===== config.mk =====
export PLATFORM = sky130hd
export DESIGN_NAME = sequencer_track
export DESIGN_NICKNAME = d
export VERILOG_FILES = /design/src/rtl/sequencer_track.sv
export SDC_FILE = /design/constraint.sdc
export NUM_CORES = 1
export LEC_CHECK = 0
export ABC_CLOCK_PERIOD_IN_PS = 4200
export CAP_MARGIN = 20
export CORE_AREA = 5 5 97 99
export DETAILED_ROUTE_END_ITERATION = 6
export DIE_AREA = 0 0 102 104
export PLACE_DENSITY = 0.59
export RECOVER_POWER = 25
export SYNTH_ARGS = -nofsm -noshare
export SYNTH_HDL_FRONTEND = slang
export SYNTH_SLANG_ARGS = --single-unit

===== constraint.sdc =====
create_clock -name clk -period 4.2 [get_ports clk]
set_input_delay 1.26 -clock clk [delete_from_list [all_inputs] [get_ports clk]]
set_output_delay 1.26 -clock clk [all_outputs]
set_load 0.02 [all_outputs]

===== src/rtl/sequencer_track.sv =====
// sequencer_track
//   Single-voice sequencer track. Holds a STEPS-deep note memory (one note code
//   per step), lets the user cycle the note of any step, and on every beat
//   strobe plays the note of the current step as a registered note code plus a
//   gate of programmable length. Back-to-back notes are separated by a
//   one-cycle retrigger gap so the oscillator stage sees a fresh attack.
//   Stored notes survive piano mode (sequencer_on = 0). Only reset or clear
//   erases them.
//
//   Build option:
//     SEQ_TRACK_TIE_EN  when defined, retriggering the note that is already
//                       sounding skips the gap. The gate stays high and the
//                       length counter reloads, which gives a legato tie.
//
//   Ports:
//     clk           system clock
//     n_rst         asynchronous reset, active low
//     sequencer_on  1 = sequencer mode, 0 = piano mode (track silent, no edits)
//     toggle        pulse: advance note at edit_step (0,1..NUM_NOTES,0,...)
//     edit_step     step being edited
//     clear         pulse: write OFF (0) into every step; wins over toggle
//     beat          current step from the measure counter
//     beat_strobe   one-cycle pulse when beat changes
//     gate_len      gate length in cycles (0 behaves as 1), sampled at launch
//     note_out      sounding note code, 0 when silent
//     gate          high while the note sounds
//     edit_note     stored note at edit_step (combinational, for display)
//
//   Gate FSM states:
//     state  | meaning
//     S_IDLE | silent, waiting for a strobe on a non-OFF step
//     S_ON   | gate high, cnt_q counts down the remaining gate cycles
//     S_GAP  | one-cycle retrigger gap, note_out already holds the next note

module sequencer_track #(
    parameter int STEPS     = 8,
    parameter int NOTE_W    = 4,
    parameter int NUM_NOTES = 13,
    parameter int GATE_W    = 4,
    localparam int STEP_W   = $clog2(STEPS)
) (
    input  logic              clk,
    input  logic              n_rst,
    input  logic              sequencer_on,
    input  logic              toggle,
    input  logic [STEP_W-1:0] edit_step,
    input  logic              clear,
    input  logic [STEP_W-1:0] beat,
    input  logic              beat_strobe,
    input  logic [GATE_W-1:0] gate_len,
    output logic [NOTE_W-1:0] note_out,
    output logic              gate,
    output logic [NOTE_W-1:0] edit_note
);

    typedef enum logic [1:0] {
        S_IDLE = 2'd0,
        S_ON   = 2'd1,
        S_GAP  = 2'd2
    } state_t;

    localparam logic [STEP_W:0]   STEPS_C  = (STEP_W + 1)'(STEPS);
    localparam logic [NOTE_W-1:0] NOTE_MAX = NOTE_W'(NUM_NOTES);

    logic [NOTE_W-1:0] mem [STEPS];

    state_t            state_q, state_d;
    logic [NOTE_W-1:0] note_q, note_d;
    logic              gate_q, gate_d;
    logic [GATE_W-1:0] cnt_q, cnt_d;

    logic              edit_in_range;
    logic              beat_in_range;
    logic [NOTE_W-1:0] edit_next;
    logic [NOTE_W-1:0] play_note;
    logic [GATE_W-1:0] cnt_reload;

    // Steps beyond STEPS only exist when STEPS is not a power of two. They
    // read back as OFF and are never written.
    assign edit_in_range = ({1'b0, edit_step} < STEPS_C);
    assign beat_in_range = ({1'b0, beat} < STEPS_C);

    assign edit_note = edit_in_range ? mem[edit_step] : '0;
    assign edit_next = (edit_note == NOTE_MAX) ? '0 : edit_note + NOTE_W'(1);

    // Read the step before any write in the same cycle, so a toggle on the
    // playing step lets the old note sound and the new value is stored.
    assign play_note = beat_in_range ? mem[beat] : '0;

    // The down-counter terminates at 0, so a length of L loads L-1. A length
    // of 0 is clamped so that it gives a single-cycle gate.
    assign cnt_reload = (gate_len == '0) ? '0 : gate_len - GATE_W'(1);

    always_ff @(posedge clk or negedge n_rst) begin
        if (!n_rst) begin
            for (int i = 0; i < STEPS; i++) begin
                mem[i] <= '0;
            end
        end else if (sequencer_on) begin
            if (clear) begin
                for (int i = 0; i < STEPS; i++) begin
                    mem[i] <= '0;
                end
            end else if (toggle && edit_in_range) begin
                mem[edit_step] <= edit_next;
            end
        end
    end

    always_ff @(posedge clk or negedge n_rst) begin
        if (!n_rst) begin
            state_q <= S_IDLE;
            note_q  <= '0;
            gate_q  <= 1'b0;
            cnt_q   <= '0;
        end else begin
            state_q <= state_d;
            note_q  <= note_d;
            gate_q  <= gate_d;
            cnt_q   <= cnt_d;
        end
    end

    always_comb begin
        state_d = state_q;
        note_d  = note_q;
        gate_d  = gate_q;
        cnt_d   = cnt_q;

        if (!sequencer_on) begin
            state_d = S_IDLE;
            note_d  = '0;
            gate_d  = 1'b0;
            cnt_d   = '0;
        end else begin
            case (state_q)
                S_IDLE: begin
                    if (beat_strobe && (play_note != '0)) begin
                        state_d = S_ON;
                        note_d  = play_note;
                        gate_d  = 1'b1;
                        cnt_d   = cnt_reload;
                    end
                end

                S_ON: begin
                    // A strobe takes priority over expiry, so a strobe that
                    // arrives on the last gate cycle still gets the gap.
                    if (beat_strobe) begin
                        if (play_note == '0) begin
                            state_d = S_IDLE;
                            note_d  = '0;
                            gate_d  = 1'b0;
                            cnt_d   = '0;
`ifdef SEQ_TRACK_TIE_EN
                        end else if (play_note == note_q) begin
                            cnt_d   = cnt_reload;
`endif
                        end else begin
                            state_d = S_GAP;
                            note_d  = play_note;
                            gate_d  = 1'b0;
                        end
                    end else if (cnt_q == '0) begin
                        state_d = S_IDLE;
                        note_d  = '0;
                        gate_d  = 1'b0;
                    end else begin
                        cnt_d   = cnt_q - GATE_W'(1);
                    end
                end

                S_GAP: begin
                    // The gap always lasts one cycle. A strobe that lands in
                    // the gap replaces the pending note, and a rest silences
                    // the track.
                    if (beat_strobe && (play_note == '0)) begin
                        state_d = S_IDLE;
                        note_d  = '0;
                        gate_d  = 1'b0;
                        cnt_d   = '0;
                    end else begin
                        state_d = S_ON;
                        gate_d  = 1'b1;
                        cnt_d   = cnt_reload;
                        if (beat_strobe) begin
                            note_d = play_note;
                        end
                    end
                end

                default: begin
                    state_d = S_IDLE;
                    note_d  = '0;
                    gate_d  = 1'b0;
                    cnt_d   = '0;
                end
            endcase
        end
    end

    assign note_out = note_q;
    assign gate     = gate_q;

endmodule


## After elaboration in Yosys (flattened, before gate mapping)

Index checks and enable logic that the tools add are counted.

| cells by class | value |
|---|---|
| add/sub/neg operators | 3 |
| order comparisons | 3 |
| equality and inequality tests | 8 |
| muxes and demuxes | 41 |
| bitwise logic cells | 2 |
| reductions and logical operators | 13 |

Operators by type and width:

| operator | count |
|---|---|
| $mux W4 | 20 |
| $mux W32 | 2 |
| $bwmux W32 | 1 |
| $bmux W4 S3 | 2 |
| $pmux W4 S3 | 2 |
| $ne A4 B4 Y1 const B | 4 |
| $demux W4 S3 | 1 |
| $logic_not A4 Y1 | 3 |
| $mux W2 | 5 |
| $ge A4 B4 Y1 const B | 2 |
| $not A3 Y4 | 2 |
| $sub A4 B1 Y4 const B | 2 |
| $mux W1 | 6 |
| $pmux W2 S3 | 1 |
| $reduce_and A3 Y1 | 2 |
| $add A4 B1 Y4 const B | 1 |
| $eq A4 B4 Y1 const B | 1 |
| $lt A4 B1 Y1 const B | 1 |
| $reduce_and A2 Y1 | 2 |
| $reduce_bool A4 Y1 | 1 |
| $logic_and A1 B1 Y1 | 3 |
| $ne A3 B3 Y1 const B | 1 |
| $pmux W1 S3 | 1 |
| $eq A2 B1 Y1 const B | 1 |
| other kinds (3) | 3 |

| storage, ports and cells | value |
|---|---|
| register bits after elaboration | 43 |
| output and inout bits | 9 |
| logic and storage cells | 82 |

## Depth between registers and ports, before layout

Gate-level depths: netlist of the first run.

| depth | value |
|---|---|
| depth in word-level cells | 9 |
| depth in mapped cells | 11 |
| gate-level depth less buffers | 10 |

## Worst setup path after synthesis of the first run

OpenSTA, ideal clock, no wires.

| path | value |
|---|---|
| path kind | input to output |
| start | input port edit_step[2] |
| end | output port edit_note[0] |
| arrival | 2312 ps |
| required time | 2940 ps |
| setup slack | 628 ps |
| cell stages on the path | 5 |
| buffers on the path | 1 |
| path through | clkbuf_8 mux2_2 a221oi_1 o21a_1 inv_1 |

| on the way | value |
|---|---|
| cells in the longest elaborated chain, start to end | 4 |

RTL lines:

| element | RTL line | RTL |
|---|---|---|
| start, declared | 46 | `input logic [STEP_W-1:0] edit_step,` |
| $not A3 Y4 (implied by the code) | 83 | `assign edit_note = edit_in_range ? mem[edit_step] : '0;` |
| $bmux W4 S3 | 83 |  |
| $mux W4 (implied by the code) (2 in a row) | 83 |  |
| end, declared | 53 | `output logic [NOTE_W-1:0] edit_note` |

No other way between the ends. The select of a mux whose other input is x is not followed.

## Worst setup path after layout of the first run

| path | value |
|---|---|
| start | input port edit_step[1] |
| end | output port edit_note[2] |

Same word-level chain as after synthesis.

==> summary.txt, run 1 <==
Run status
  – Result of the run: complete, but fails checks
  – Violated checks: max-capacitance violations, max-slew violations

Setup path
  – Critical Path Sink Type: primary output
  – Critical path required time: 2.94 ns
  – CP Launch Type: input port
  – Setup CP Type: input port to primary output
  – Data arrival time of the worst path: 2.85 ns
  – Maximum fanout count along the critical path: 6

Power
  – Switching Share: 28.56%
  – Proportion of power drawn by the clock network: 31.4%
  – Gate power share: 20.2%
  – Power dissipated by switching net loads: 0.0002669 W
  – Overall power: 0.0009344 W
  – Internal Dissipation: 0.0006675 W
  – Largest voltage drop on the vdd net: 0.1364 mV
  – Power per Cell Area: 281.3 nW/µm²
  – Register share of total power: 48.4%
  – Leakage power figure: 1.450 nW

Clock tree
  – Count of clock tree sinks: 43
  – Clock buffers created by TritonCTS: 5
  – Clock latency at the later pin of the worst-skew pair: 0.30 ns
  – Post-CTS resize count: 10
  – Clock transition at path regs: 0.08 ns
  – Setup Buffers After CTS: 0
  – Root buffer cell: sky130_fd_sc_hd__clkbuf_8
  – Maximum buffer depth of the clock tree: 2
  – Hold_buf cts: 0
  – TritonCTS clock tree: built
  – H-tree depth: 2

Synthesis
  – Post-synthesis compound-gate area fraction: 20.64%
  – Syn nets: 288
  – Warnings, synthesis: 0
  – Post-synthesis cell type count: 57
  – Async S/R FF share, synth: 100.0%
  – Simple-Gate Fraction of Synth Area: 16.01%
  – Area fraction of the dominant cell type after synthesis: 37.52%
  – Cell type contributing the most total cell area after synthesis: sky130_fd_sc_hd__dfrtp_1
  – Main combinational cell family by area after synthesis: compound AO/OA/AOI/OAI gates
  – Syn Inst Count: 267
  – Adder-Cell Fraction of Synth Area: 2.182%
  – Seq/Total Area, Yosys: 37.52%
  – Synthesis-stage register bit count: 43
  – Post-synthesis mux area share: 16.27%
  – Number of enable-type register cells in the synthesized netlist: 0
  – Parity-gate share of the synthesized area counting xor and xnor cells: 0.9162%
  – Cells taking the most area after synthesis: sky130_fd_sc_hd__dfrtp_1 (38%), sky130_fd_sc_hd__mux4_2 (8.6%), sky130_fd_sc_hd__a22o_1 (7.3%)
  – Post-synthesis area per instance: 10.74 µm²
  – Commonest register cell after synthesis: sky130_fd_sc_hd__dfrtp_1
  – Cell Area, Synth: 2868 µm²

Route
  – Number of DRC markers in iteration 0: 164
  – Via density per instance: 5.522
  – Vias: 2253
  – Antenna-violating nets left: 0
  – Remaining design rule violation count: 0
  – Pre-antenna DRT Iters: 4
  – Average wire length per cell after detail routing: 17.66 µm
  – Routed Wire Length: 7.204 mm

Global routing
  – Largest net degree at the start of global routing: 44
  – Total global-route track usage: 14.68%
  – Antenna violations before repair: 0
  – Global route total overflow: 0
  – Via count of the first global-routing pass: 2280
  – First-pass GRT wire length: 12.25 mm

Timing
  – Peak Freq: 243.0 MHz
  – Max transition margin: -51.00%
  – Clock Skews: 0.005892 ns
  – Unrepaired setup endpoints after global routing: false
  – Final setup viols: 0
  – Minimum period implied by the final worst setup slack: 4.115 ns
  – Transition at the pin with the smallest max-transition slack: 2.265 ns
  – Final-report hold violation count: 0
  – Ratio of final minimum period to clock period: 97.97%
  – Final Slew Violations: 42
  – Final hold slack: 0.5005 ns

Placement
  – Count of buffers inserted at the top-level ports: 24
  – RePlAce Congestion: 0.8333
  – Post-detail-place hpwl: 5.548 mm

Floorplan
  – Die outline height: 104 µm
  – Core Region: 8466 µm²
  – Total die area: 10610 µm²
  – Initial core utilization: 33.88%
  – I/O Pins: 25
  – Number of core rows: 34
  – Chip width: 102 µm

Cells and area
  – # diodes: 0
  – Area used by multi-input combinational logic: 1607 µm²
  – Area Overhead vs Synth: 15.84%
  – Nets: 320
  – Commonest cells after routing, fill and taps aside: sky130_fd_sc_hd__dfrtp_1 (43), sky130_fd_sc_hd__nor2_1 (28), sky130_fd_sc_hd__a22o_1 (24)
  – Sequential cell area: 1076 µm²
  – Ratio of cells with drive above 1 in the final layout: 17.67%
  – Filler Cell Count: 855
  – Most common cell after layout, fill and taps aside: sky130_fd_sc_hd__dfrtp_1
  – Core occupancy in the finished layout: 39.24%

Run
  – Max Cap Violations: 1

Hold path
  – Worst hold-check path type: flop to flop
==> per-layer routing <==
metal,routed length [µm],up-vias,GRT usage [%]
met5,0,-,0
met4,130,0,3.749
met3,296,14,3.488
met2,3439,54,23.17
met1,3338,1100,20.13
li1,-,1085,-
==> cell families after synthesis <==
kind of cell	count (synthesis)
AND/OR/NAND/NOR	86
AO/OA/AOI/OAI	75
flip-flops	43
buffers and inverters	28
multiplexers	27
adder cells (fa/ha/maj)	5
XOR/XNOR	3
==> sequential cells by signal, indices dropped and copies added (netlist names) <==
signal,count
mem,32
cnt_q,4
note_out,4
state_q,2
gate,1
==> synthesized netlist by cell type (2+ instances only) <==
cell / n
sky130_fd_sc_hd__mux2_2: 3
sky130_fd_sc_hd__a21o_1: 2
sky130_fd_sc_hd__nor2b_1: 2
sky130_fd_sc_hd__a211oi_1: 7
sky130_fd_sc_hd__nor2_1: 28
sky130_fd_sc_hd__clkbuf_8: 5
sky130_fd_sc_hd__dfrtp_1: 43
sky130_fd_sc_hd__nor4_2: 2
sky130_fd_sc_hd__a2111oi_0: 2
sky130_fd_sc_hd__o21ai_0: 15
sky130_fd_sc_hd__xor2_1: 2
sky130_fd_sc_hd__nand2_1: 18
sky130_fd_sc_hd__clkbuf_1: 3
sky130_fd_sc_hd__a21oi_1: 4
sky130_fd_sc_hd__buf_2: 5
sky130_fd_sc_hd__o32a_1: 2
sky130_fd_sc_hd__inv_1: 12
sky130_fd_sc_hd__a22o_1: 24
sky130_fd_sc_hd__ha_1: 5
sky130_fd_sc_hd__nand3_1: 3
sky130_fd_sc_hd__a31oi_1: 2
sky130_fd_sc_hd__nor3b_1: 4
sky130_fd_sc_hd__nor3_1: 12
sky130_fd_sc_hd__nand3b_1: 2
sky130_fd_sc_hd__and3_1: 3
sky130_fd_sc_hd__mux4_1: 3
sky130_fd_sc_hd__mux4_2: 11
sky130_fd_sc_hd__nand2b_1: 3
sky130_fd_sc_hd__mux2i_1: 8
sky130_fd_sc_hd__and2_2: 2
sky130_fd_sc_hd__o2bb2ai_1: 4
==> power groups by stage <==
| stage | registers [W] | logic [W] | clock network (W) |
|---|---|---|---|
| 2_1_floorplan | 0.000453 | 0.000132 | 0 |
| 6_report | 0.000452 | 0.000189 | 0.000294 |
| 3_3_place_gp | 0.000460 | 0.000189 | 0 |
| 4_1_cts | 0.000452 | 0.000191 | 0.000303 |
| 3_5_place_dp | 0.000460 | 0.000192 | 0 |
| 5_1_grt | 0.000455 | 0.000211 | 0.000326 |
==> critical path, stage by stage <==
cell and delay (ns):
sky130_fd_sc_hd__dlygate4sd2_1 0.37, sky130_fd_sc_hd__mux4_1 0.59, sky130_fd_sc_hd__mux2_2 0.30, sky130_fd_sc_hd__dlygate4sd2_1 0.33
==> through the flow <==
stage | instances | instance area [µm²] | worst slack (ns) | TNS (ns)
finish | 408 | 3322 | 0.08514 | 0
global route | 408 | 3322 | 0.02093 | 0
CTS | 407 | 3319 | 0.07737 | 0
detailed placement | 399 | 3218 | -0.4172 | -1.473
global placement | 399 | 3218 | -0.3758 | -1.367
floorplan | 267 | 2868 | 0.6278 | 0
==> area by class of cell <==
class	count	share of cell area, %
clock buffers	7	2.900
clock inverters	1	0.2260
inverters	12	1.356
multi-input cells	196	48.36
flip-flops and latches	43	32.39
well taps	108	4.068
repair buffers	41	10.70
==> path summary, 6_finish.rpt <==
kind / to / slack, ns / cells past startpoint / from
worst max register to register: mem[13]$_DFFE_PN0P_ / 1.67 / 10 / mem[24]$_DFFE_PN0P_
worst min-delay path: note_out[0]$_DFFE_PN0P_ / 0.50 / 1 / note_out[0]$_DFFE_PN0P_
max in group asynchronous: cnt_q[0]$_DFFE_PN0P_ / 1.09 / 2 / n_rst
min in group asynchronous: mem[19]$_DFFE_PN0P_ / 0.74 / 1 / n_rst
worst max-delay path: edit_note[2] / 0.09 / 4 / edit_step[1]
worst min register to register: note_out[0]$_DFFE_PN0P_ / 0.50 / 1 / note_out[0]$_DFFE_PN0P_
No activity file was read; power rests on OpenSTA's default activity.
==> run 2: changes to the inputs <==
RECOVER_POWER = 100   (was 25)
==> run 2 against run 1 <==
Net effect:
- the run still ends with max-capacitance violations, max-slew violations left
- combinational power decreased by 2%
- count of clock-buffer cells in the layout stayed put
- design area is 0.98% lower
- power fell by 0.49%
- largest cell class unchanged
- largest power group unchanged
==> summary.txt, run 2 (synthesis gave the netlist of run 1 again) <==
Run status
  – Result of the run: complete, but fails checks
  – Violated checks: max-capacitance violations, max-slew violations

Cells and area
  – Flip-flop count of the largest register after layout: 32
  – Commonest cells after routing, fill and taps aside: sky130_fd_sc_hd__dfrtp_1 (43), sky130_fd_sc_hd__nor2_1 (28), sky130_fd_sc_hd__a22o_1 (24)
  – Design Area, Final: 3289 µm²
  – Nets: 320
  – Register with the most flip-flops: mem
  – Most common cell after layout, fill and taps aside: sky130_fd_sc_hd__dfrtp_1
  – # diodes: 0
  – Ratio of cells with drive above 1 in the final layout: 15.67%
  – Area Overhead vs Synth: 14.70%

Setup path
  – Library cell contributing the largest single delay on the critical path: sky130_fd_sc_hd__mux4_1
  – Reg2reg start: mem[8]$_DFFE_PN0P_
  – Critical Path Sink Type: primary output
  – Data arrival time of the worst path: 2.85 ns
  – Cells along the critical path: dlygate4sd2_1, mux4_1, mux2_2, dlygate4sd2_1
  – Setup CP Type: input port to primary output
  – Setup crit start: edit_step[1]
  – Crit-path max cell delay: 0.59 ns
  – Crit-path most repeated cell: sky130_fd_sc_hd__dlygate4sd2_1
  – CP Launch Type: input port
  – Maximum fanout count along the critical path: 6
  – Critical path required time: 2.94 ns

Timing
  – Final setup slack of the worst path: 0.09199 ns
  – Ratio of final minimum period to clock period: 97.81%
  – Clock Skews: 0.007192 ns
  – Peak Freq: 243.4 MHz
  – Final Slew Violations: 42
  – Minimum period implied by the final worst setup slack: 4.108 ns
  – Transition at the pin with the smallest max-transition slack: 2.272 ns
  – Final setup viols: 0
  – Final hold slack: 0.4948 ns
  – Max transition margin: -51.46%
  – Final-report hold violation count: 0
  – Unrepaired setup endpoints after global routing: false

Floorplan
  – Number of core rows: 34
  – Die outline height: 104 µm
  – Core Region: 8466 µm²
  – Chip width: 102 µm
  – I/O Pins: 25
  – Initial core utilization: 33.88%
  – Total die area: 10610 µm²

Clock tree
  – Maximum buffer depth of the clock tree: 2
  – Clock buffers created by TritonCTS: 5
  – Clock transition at path regs: 0.08 ns
  – Root buffer cell: sky130_fd_sc_hd__clkbuf_8
  – Clock latency at the later pin of the worst-skew pair: 0.30 ns
  – H-tree depth: 2
  – TritonCTS clock tree: built
  – Count of clock tree sinks: 43

Route
  – Antenna-violating nets left: 0
  – Average wire length per cell after detail routing: 17.64 µm
  – Vias: 2243
  – Number of DRC markers in iteration 0: 146
  – Via density per instance: 5.498
  – Remaining design rule violation count: 0
  – Pre-antenna DRT Iters: 4
  – Routed Wire Length: 7.197 mm

Power
  – Largest voltage drop on the vdd net: 0.1335 mV
  – Power per Cell Area: 282.7 nW/µm²
  – Leakage power figure: 1.455 nW

Global routing
  – Largest net degree at the start of global routing: 44
  – Via count of the first global-routing pass: 2280
  – First-pass GRT wire length: 12.25 mm
  – Total global-route track usage: 14.68%
  – Antenna violations before repair: 0
  – Global route total overflow: 0

Hold path
  – Worst hold-check path type: flop to flop
  – Critical hold path startpoint: note_out[0]$_DFFE_PN0P_

Placement
  – Worst slack at placement: -0.4172 ns
  – RePlAce Congestion: 0.8333
  – Post-detail-place hpwl: 5.548 mm
  – Count of buffers inserted at the top-level ports: 24
  – Area after detailed placement: 3218 µm²

Run
  – Max Cap Violations: 1
==> run 2: cell count changes in the layout (fill, tap and decap cells not counted), moves of 2 or more <==
cell,change
sky130_fd_sc_hd__clkdlybuf4s50_1,-6
sky130_fd_sc_hd__clkbuf_1,+2
sky130_fd_sc_hd__buf_4,-4
sky130_fd_sc_hd__dlygate4sd3_1,+6
==> run 2: final timing paths <==
| kind | end | slack [ns] | cells past startpoint |
|---|---|---|---|
| worst max-delay path | edit_note[2] | 0.09 | 4 |
| worst min register to register | note_out[0]$_DFFE_PN0P_ | 0.49 | 1 |
| min in group asynchronous | mem[19]$_DFFE_PN0P_ | 0.74 | 1 |
| max in group asynchronous | cnt_q[0]$_DFFE_PN0P_ | 1.08 | 2 |
| worst max register to register | mem[31]$_DFFE_PN0P_ | 1.23 | 10 |
| worst min-delay path | note_out[0]$_DFFE_PN0P_ | 0.49 | 1 |
==> run 2: final cells by class <==
| cell class | instances | area (µm²) |
|---|---|---|
| inverters | 12 | 45.04 |
| well taps | 108 | 135.1 |
| flip-flops and latches | 43 | 1076 |
| multi-input cells | 196 | 1585 |
| repair buffers | 41 | 344.1 |
| clock inverters | 1 | 7.507 |
| fillers | 863 | 5176 |
| clock buffers | 7 | 96.34 |
==> run 2: routing by layer <==
layer	wire length, µm	vias to the layer above	GRT usage (%)
li1	-	1086	-
met1	3216	1093	20.13
met2	3495	54	23.17
met3	371	10	3.488
met4	113	0	3.749
met5	0	-	0
==> run 2: where the power goes <==
group          total [W]  internal, W  switching [W]
Clock           0.000293     0.000150       0.000143
Combinational   0.000185    0.0000843       0.000101
Sequential      0.000452     0.000431      0.0000212
Total           0.000930     0.000664       0.000265
==> run 2: critical path, delay by kind of cell <==
family	cells	cell delay, ns
buffers and inverters	2	0.70
muxes	2	0.88
==> run 2: timing repair <==
action / CTS / global route
buffers inserted: 0 / 0
gates resized for setup: 10 / 0
hold buffers: 0 / 0
endpoints found under the setup margin: 4 / 0
==> run 2: through the flow <==
stage               utilization, %  setup TNS [ns]  power (W)  std cells
floorplan                        -               0  0.0005848        267
global placement             38.01          -1.367  0.0006484        399
detailed placement           38.01          -1.473  0.0006516        399
CTS                          39.21               0  0.0009459        407
global route                 38.86               0  0.0009891        408
finish                       38.86               0  0.0009298        408
